[src/rtl/pc_next_sequencer_if.sv]
// Request/response bundle between the instruction sequencer and the PC update block.
// The slave side is the sequencer; the master side issues requests and consumes in_pc/en_pc.
interface pc_next_sequencer_if;
   localparam int unsigned ADDR_W  = 16;
   localparam int unsigned DISP_W  = 8;
   localparam int unsigned COND_W  = 4;
   localparam int unsigned FLAGS_W = 5;

   logic                 req_valid;
   logic                 req_ready;
   logic                 stall;
   logic [ADDR_W-1:0]    pc_cur;
   logic                 jmp_req;
   logic [ADDR_W-1:0]    jmp_target;
   logic                 br_req;
   logic [COND_W-1:0]    br_cond;
   logic [DISP_W-1:0]    br_disp;
   logic [FLAGS_W-1:0]   flags;
   logic [ADDR_W-1:0]    in_pc;
   logic                 en_pc;
   logic                 taken;
   logic                 done;

   modport master (
      output req_valid, stall, pc_cur, jmp_req, jmp_target, br_req, br_cond, br_disp, flags,
      input  req_ready, in_pc, en_pc, taken, done
   );

   modport slave (
      input  req_valid, stall, pc_cur, jmp_req, jmp_target, br_req, br_cond, br_disp, flags,
      output req_ready, in_pc, en_pc, taken, done
   );
endinterface

[src/rtl/pc_next_sequencer.sv]
// Computes the next PC (increment / conditional branch / jump) and loads it into the
// program counter with a registered en_pc pulse framed by a setup and a hold cycle.
module pc_next_sequencer #(
   parameter logic [15:0]  STEP         = 16'd1,
   parameter int unsigned  PULSE_CYCLES = 1
) (
   input  logic               clk,
   input  logic               reset,
   pc_next_sequencer_if.slave bus
);
   localparam int unsigned ADDR_W = 16;
   localparam int unsigned DISP_W = 8;
   localparam int unsigned CNT_W  = (PULSE_CYCLES > 1) ? $clog2(PULSE_CYCLES) : 1;

   typedef enum logic [1:0] {
      IDLE  = 2'd0,
      SETUP = 2'd1,
      PULSE = 2'd2,
      HOLD  = 2'd3
   } state_e;

   state_e              state_q, state_d;
   logic [ADDR_W-1:0]   in_pc_q, in_pc_d;
   logic                en_pc_q, en_pc_d;
   logic                taken_q, taken_d;
   logic                done_q, done_d;
   logic                req_ready_q, req_ready_d;
   logic [CNT_W-1:0]    cnt_q, cnt_d;

   logic                flag_c, flag_l, flag_f, flag_z, flag_n;
   logic                cond_true_c;
   logic [ADDR_W-1:0]   disp_ext_c;
   logic [ADDR_W-1:0]   next_pc_c;
   logic                next_taken_c;
   logic                accept_c;
   logic                pulse_last_c;

   assign {flag_c, flag_l, flag_f, flag_z, flag_n} = bus.flags;
   assign disp_ext_c   = {{(ADDR_W-DISP_W){bus.br_disp[DISP_W-1]}}, bus.br_disp};
   assign accept_c     = (state_q == IDLE) && bus.req_valid && req_ready_q && !bus.stall;
   assign pulse_last_c = (cnt_q == CNT_W'(PULSE_CYCLES - 1));

   // Branch condition decode
   always_comb begin
      cond_true_c = 1'b0;
      case (bus.br_cond)
         4'h0: cond_true_c = flag_z;
         4'h1: cond_true_c = !flag_z;
         4'h2: cond_true_c = flag_c;
         4'h3: cond_true_c = !flag_c;
         4'h4: cond_true_c = flag_l;
         4'h5: cond_true_c = !flag_l;
         4'h6: cond_true_c = flag_n;
         4'h7: cond_true_c = !flag_n;
         4'h8: cond_true_c = flag_f;
         4'h9: cond_true_c = !flag_f;
         4'hA: cond_true_c = !flag_l && !flag_z;
         4'hB: cond_true_c = flag_l || flag_z;
         4'hC: cond_true_c = !flag_n && !flag_z;
         4'hD: cond_true_c = flag_n || flag_z;
         4'hE: cond_true_c = 1'b1;
         default: cond_true_c = 1'b0;
      endcase
   end

   // Next-address select: jump beats branch beats sequential flow
   always_comb begin
      next_pc_c    = bus.pc_cur + STEP;
      next_taken_c = 1'b0;
      if (bus.jmp_req) begin
         next_pc_c    = bus.jmp_target;
         next_taken_c = 1'b1;
      end else if (bus.br_req && cond_true_c) begin
         next_pc_c    = bus.pc_cur + disp_ext_c;
         next_taken_c = 1'b1;
      end
   end

   // State register
   always_ff @(posedge clk) begin
      if (!reset) begin
         state_q <= IDLE;
      end else begin
         state_q <= state_d;
      end
   end

   // Next-state logic
   always_comb begin
      state_d = state_q;
      case (state_q)
         IDLE:    if (accept_c) state_d = SETUP;
         SETUP:   state_d = PULSE;
         PULSE:   if (pulse_last_c) state_d = HOLD;
         HOLD:    state_d = IDLE;
         default: state_d = IDLE;
      endcase
   end

   // Output logic: values the output flops take on the coming edge
   always_comb begin
      in_pc_d     = in_pc_q;
      taken_d     = taken_q;
      en_pc_d     = 1'b0;
      done_d      = 1'b0;
      req_ready_d = 1'b0;
      cnt_d       = cnt_q;
      case (state_q)
         IDLE: begin
            req_ready_d = 1'b1;
            if (accept_c) begin
               in_pc_d     = next_pc_c;
               taken_d     = next_taken_c;
               req_ready_d = 1'b0;
            end
         end
         SETUP: begin
            en_pc_d = 1'b1;
            cnt_d   = '0;
         end
         PULSE: begin
            if (!pulse_last_c) begin
               en_pc_d = 1'b1;
               cnt_d   = cnt_q + CNT_W'(1);
            end
         end
         HOLD: begin
            done_d      = 1'b1;
            req_ready_d = 1'b1;
         end
         default: begin
            req_ready_d = 1'b1;
         end
      endcase
   end

   // Output and counter registers; reset drops en_pc immediately and aborts any update
   always_ff @(posedge clk) begin
      if (!reset) begin
         in_pc_q     <= '0;
         en_pc_q     <= 1'b0;
         taken_q     <= 1'b0;
         done_q      <= 1'b0;
         req_ready_q <= 1'b1;
         cnt_q       <= '0;
      end else begin
         in_pc_q     <= in_pc_d;
         en_pc_q     <= en_pc_d;
         taken_q     <= taken_d;
         done_q      <= done_d;
         req_ready_q <= req_ready_d;
         cnt_q       <= cnt_d;
      end
   end

   assign bus.in_pc     = in_pc_q;
   assign bus.en_pc     = en_pc_q;
   assign bus.taken     = taken_q;
   assign bus.done      = done_q;
   assign bus.req_ready = req_ready_q;
endmodule

[src/flat_wrapper.sv]
// flat-port wrapper written by rule: the top's interface ports become plain ports
module pc_next_sequencer_flat 
#(
   parameter logic [15:0]  STEP         = 16'd1,
   parameter int unsigned  PULSE_CYCLES = 1
)
  (clk, reset, bus_req_valid, bus_stall, bus_pc_cur, bus_jmp_req, bus_jmp_target, bus_br_req, bus_br_cond, bus_br_disp, bus_flags, bus_req_ready, bus_in_pc, bus_en_pc, bus_taken, bus_done);
  pc_next_sequencer_if bus_i ();
  input  logic clk;
  input  logic reset;
  input wire logic [$bits(bus_i.req_valid)-1:0] bus_req_valid;
  input wire logic [$bits(bus_i.stall)-1:0] bus_stall;
  input wire logic [$bits(bus_i.pc_cur)-1:0] bus_pc_cur;
  input wire logic [$bits(bus_i.jmp_req)-1:0] bus_jmp_req;
  input wire logic [$bits(bus_i.jmp_target)-1:0] bus_jmp_target;
  input wire logic [$bits(bus_i.br_req)-1:0] bus_br_req;
  input wire logic [$bits(bus_i.br_cond)-1:0] bus_br_cond;
  input wire logic [$bits(bus_i.br_disp)-1:0] bus_br_disp;
  input wire logic [$bits(bus_i.flags)-1:0] bus_flags;
  output wire logic [$bits(bus_i.req_ready)-1:0] bus_req_ready;
  output wire logic [$bits(bus_i.in_pc)-1:0] bus_in_pc;
  output wire logic [$bits(bus_i.en_pc)-1:0] bus_en_pc;
  output wire logic [$bits(bus_i.taken)-1:0] bus_taken;
  output wire logic [$bits(bus_i.done)-1:0] bus_done;
  assign bus_i.req_valid = bus_req_valid;
  assign bus_i.stall = bus_stall;
  assign bus_i.pc_cur = bus_pc_cur;
  assign bus_i.jmp_req = bus_jmp_req;
  assign bus_i.jmp_target = bus_jmp_target;
  assign bus_i.br_req = bus_br_req;
  assign bus_i.br_cond = bus_br_cond;
  assign bus_i.br_disp = bus_br_disp;
  assign bus_i.flags = bus_flags;
  assign bus_req_ready = bus_i.req_ready;
  assign bus_in_pc = bus_i.in_pc;
  assign bus_en_pc = bus_i.en_pc;
  assign bus_taken = bus_i.taken;
  assign bus_done = bus_i.done;
  pc_next_sequencer #(.STEP(STEP), .PULSE_CYCLES(PULSE_CYCLES)) u_core (.clk(clk), .reset(reset), .bus(bus_i));
endmodule
[config.mk]
export PLATFORM = sky130hd
export DESIGN_NAME = pc_next_sequencer_flat
export DESIGN_NICKNAME = d
export VERILOG_FILES = /design/src/rtl/pc_next_sequencer_if.sv /design/src/rtl/pc_next_sequencer.sv /design/src/flat_wrapper.sv
export SDC_FILE = /design/constraint.sdc
export NUM_CORES = 1
export LEC_CHECK = 0
export BUFFER_PORTS_ARGS = -buffer_cell sky130_fd_sc_hd__buf_2
export CAP_MARGIN = 20
export CORE_MARGIN = 8
export CORE_UTILIZATION = 35
export CTS_BUF_LIST = sky130_fd_sc_hd__clkbuf_8 sky130_fd_sc_hd__clkbuf_16
export DETAILED_ROUTE_END_ITERATION = 6
export PLACE_DENSITY = 0.71
export SLEW_MARGIN = 30
export SYNTH_ARGS = -nofsm -noshare
export SYNTH_HDL_FRONTEND = slang
export SYNTH_SLANG_ARGS = --single-unit
[constraint.sdc]
create_clock -name clk -period 4.1 [get_ports clk]
set_input_delay 0.41 -clock clk [delete_from_list [all_inputs] [get_ports clk]]
set_output_delay 0.41 -clock clk [all_outputs]
set_load 0.03 [all_outputs]
==> reports/results.ini <==
[placement]
gp_congestion = 0.8897
port_buffers = 74
hpwl_mm = 4.574

[logic_synthesis]
synthArstFlopShare = 0
synth_seq_cells = 22
netlist_area_um2 = 1933
syn_area_per_cell_um2 = 8.157
syn_nets = 312
syn_inst = 237
synth_edf_count = 0
ys_types = 56
yosysSeqAreaShare = 0.2278
ys_warn_count = 0
synthFlopType = dfxtp_1

[critical_path]
critPathRequiredTime_ns = 4.31
crit_fanout = 8
crit_type = input pin to flip-flop
r2r_start = u_core.state_q[0]$_SDFFE_PN0N_
worstPathArrival_ns = 3.89
r2r_slack_ns = 2.12
start_kind = input pin
cp_slowest_cell = o41a_1
regToRegEndpoint = u_core.bus.in_pc[15]$_SDFFE_PN0P_
critical-path-top-delay-family = compound AO/OA/AOI/OAI gates
critPathCaptureType = flip-flop
path_cells = buf_2 > xor2_1 > a21o_1 > a21oi_2 > a31oi_1 > o41a_1 > and2_2 > ha_1 > a21o_1 > a211oi_1 > mux2i_1 > o31ai_1 > a311o_1 > a2111oi_2 > a221o_1
rr_worst_depth = 6
cpMostUsedCell = a21o_1
critPathBufInv = 1
critPathMaxStageDelay_ns = 0.53

[timing]
rsz0062_at_grt = no
slew_viol_final = 0
worstMarginPinSlew_ns = 0.5403
slew-limit-headroom = 0.6398
setup-violations-final = 0
min_period_ns = 3.673
skew_ns = 0.007438
max_freq_mhz = 272.2
tns_ns = 0
fin_crit_sh = 0.8959
hold_viol = 0

[floorplanning]
die_y_um = 90.32
initial_core_util = 0.3576
core-area_um2 = 5405
io_pins = 75
dieArea_um2 = 8157
num_rows = 27
die_width_um = 90.32

[final_layout]
drive_above_1_share = 0.2974
fillCellCount = 572
area_growth_pct = 25.70
antenna_cells = 0
nets = 382

[detailed_routing]
drc = 0
first_pass_iters = 4
dr.first_iter.drc_count = 118
via_per_inst = 5.198
num_vias = 1965
wl_per_cell_um = 14.87
postRouteAntennaNets = 0
wl_mm = 5.622

[clock_network]
cts_max_level = 1
post_cts_resized = 0
root_buffer = clkbuf_8
cts.sinks = 22
postCtsSetupBuffers = 0
cts_max_path_buffers = 2
cts_hold_buf = 0
clk_latency_ns = 0.27
clk_pin_slew_worst_paths_ns = 0.09
tritoncts = built
cts_buffers = 3

[worst_hold_path]
hold_path_depth = 3
hp-start = bus_jmp_target[12]
hold_class = input pin to flip-flop
hold_end = u_core.bus.in_pc[12]$_SDFFE_PN0P_

[flow_run]
drv_cap = 0

[power]
irDropWorstVdd_v = 0.0001668
switchingPower_uw = 371.6
p_clk_frac = 0.228
swShare = 0.4015
p_leak_uw = 0.001284
comb_power_share = 0.463
power.internal_uw = 554.0
seqPwrFrac = 0.310
fin_total_pwr_uw = 925.5
p_per_area_nw_per_um2 = 380.9

[grt]
grt_overflow = 0
antenna_found_initial = 0
grt_pass1_vias = 1979
grt_start_max_net_pins = 30
grt_pass1_wl_mm = 9.349
grt.total_usage = 0.1344

[run_status]
outcome = completed

## worst reg2reg max path: cells and delay by family (launching register included)
family	cells	cell delay, ns
buf+inv	1	0.11
simple gates	2	0.53
flops	1	0.34
compound gates	2	0.63
fa+ha+maj	1	0.28
## synth_stat cells (3+ instances only)
cell type  count  share of area
o21ai_0       13          0.034
clkbuf_1       8          0.016
a31oi_1        5          0.016
ha_1          19           0.12
a21oi_1       14          0.036
nand2_1       20          0.039
nand3_1        5          0.013
mux2i_1        4          0.021
a21o_1         6          0.023
inv_1          9          0.017
and3_1         4          0.013
dfxtp_1       22           0.23
xor2_1         5          0.023
nand2b_1       3         0.0097
nor2b_1        5          0.016
xnor2_1        7          0.032
and2_2         6          0.023
nor2_1        16          0.031
o211a_1       10          0.052
a21boi_0       3          0.012
o21a_1         5          0.019
o211ai_1       8          0.031
## through the flow
stage	cells	hold slack, ns	cell area, um2	setup slack (ns)	utilization
floorplan	237	0.4850	1933	0.4402	-
global placement	374	0.4553	2359	0.2711	0.4363
detailed placement	374	0.4566	2359	0.1710	0.4363
CTS	378	0.4140	2430	0.4384	0.4495
global route	378	0.4416	2430	0.2136	0.4495
finish	378	0.4192	2430	0.4268	0.4495
## registers in the layout, indices dropped and copies added (netlist names)
name / cells
u_core.bus.en_pc: 1
u_core.bus.taken: 1
u_core.bus.req_ready: 1
u_core.state_q: 2
u_core.bus.done: 1
u_core.bus.in_pc: 16
## logic make-up after synthesis
logic type / Yosys count / share of synthesized area
AND/OR/NAND/NOR: 75 / 0.2097
buffers and inverters: 21 / 0.04530
XOR/XNOR: 12 / 0.05437
flip-flops: 22 / 0.2278
AO/OA/AOI/OAI: 83 / 0.3087
adder cells (fa/ha/maj): 20 / 0.1333
multiplexers: 4 / 0.02071
## layout make-up
cell class / count / area (um2) / share of cell area
tap: 72 / 90.09 / 0.03708
inverter: 10 / 37.54 / 0.01545
clock inverter: 1 / 30.03 / 0.01236
timing repair buffer: 76 / 385.4 / 0.1586
multi-input combinational: 194 / 1405 / 0.5783
clock buffer: 3 / 41.29 / 0.01699
sequential: 22 / 440.4 / 0.1813
## power groups by stage
stage,Sequential [uW],Clock [uW],Combinational [uW]
CTS,287,215,431
floorplan,367,0,227
global placement,291,0,421
finish,287,211,428
global route,293,224,475
detailed placement,293,0,429
## how the worst max path moves through the flow
| stage | start | end | slack (ns) | depth (start not counted) |
|---|---|---|---|---|
| floorplan | bus_br_cond[0] | u_core.bus.in_pc[15]$_SDFFE_PN0P_ | 0.44 | 15 |
| global route | bus_br_cond[0] | u_core.bus.in_pc[15]$_SDFFE_PN0P_ | 0.21 | 15 |
| detailed placement | bus_br_cond[0] | u_core.bus.in_pc[15]$_SDFFE_PN0P_ | 0.17 | 15 |
| finish | bus_br_cond[0] | u_core.bus.in_pc[15]$_SDFFE_PN0P_ | 0.43 | 15 |
| global placement | bus_br_cond[0] | u_core.bus.in_pc[15]$_SDFFE_PN0P_ | 0.27 | 15 |
| CTS | bus_br_cond[0] | u_core.bus.in_pc[15]$_SDFFE_PN0P_ | 0.44 | 15 |
## per-layer routing
metal,routed length [um],part of all wire,vias up,GRT usage
li1,-,-,1016,-
met1,2564,0.46,896,0.1655
met2,2713,0.48,51,0.2294
met3,303,0.054,2,0.03076
met4,40,0.0071,0,0.03329
met5,0,0,-,0
## layout by cell type (no fill, tap or decap), types with 3 or more instances in the layout
| master | Yosys | final |
|---|---|---|
| o211a_1 | 10 | 10 |
| o21ai_0 | 13 | 13 |
| nor2b_1 | 5 | 5 |
| a21boi_0 | 3 | 3 |
| xor2_1 | 5 | 5 |
| and3_1 | 4 | 4 |
| buf_2 | 1 | 74 |
| o21a_1 | 5 | 5 |
| a21o_1 | 6 | 6 |
| and2_2 | 6 | 6 |
| nand2b_1 | 3 | 3 |
| o211ai_1 | 8 | 8 |
| a31oi_1 | 5 | 5 |
| dfxtp_1 | 22 | 22 |
| a21oi_1 | 14 | 14 |
| inv_1 | 9 | 9 |
| nand2_1 | 20 | 20 |
| mux2i_1 | 4 | 4 |
| clkbuf_8 | 0 | 3 |
| nand3_1 | 5 | 5 |
| nor2_1 | 16 | 16 |
| xnor2_1 | 7 | 7 |
| ha_1 | 19 | 19 |
Power figures use the tool's default switching activity.
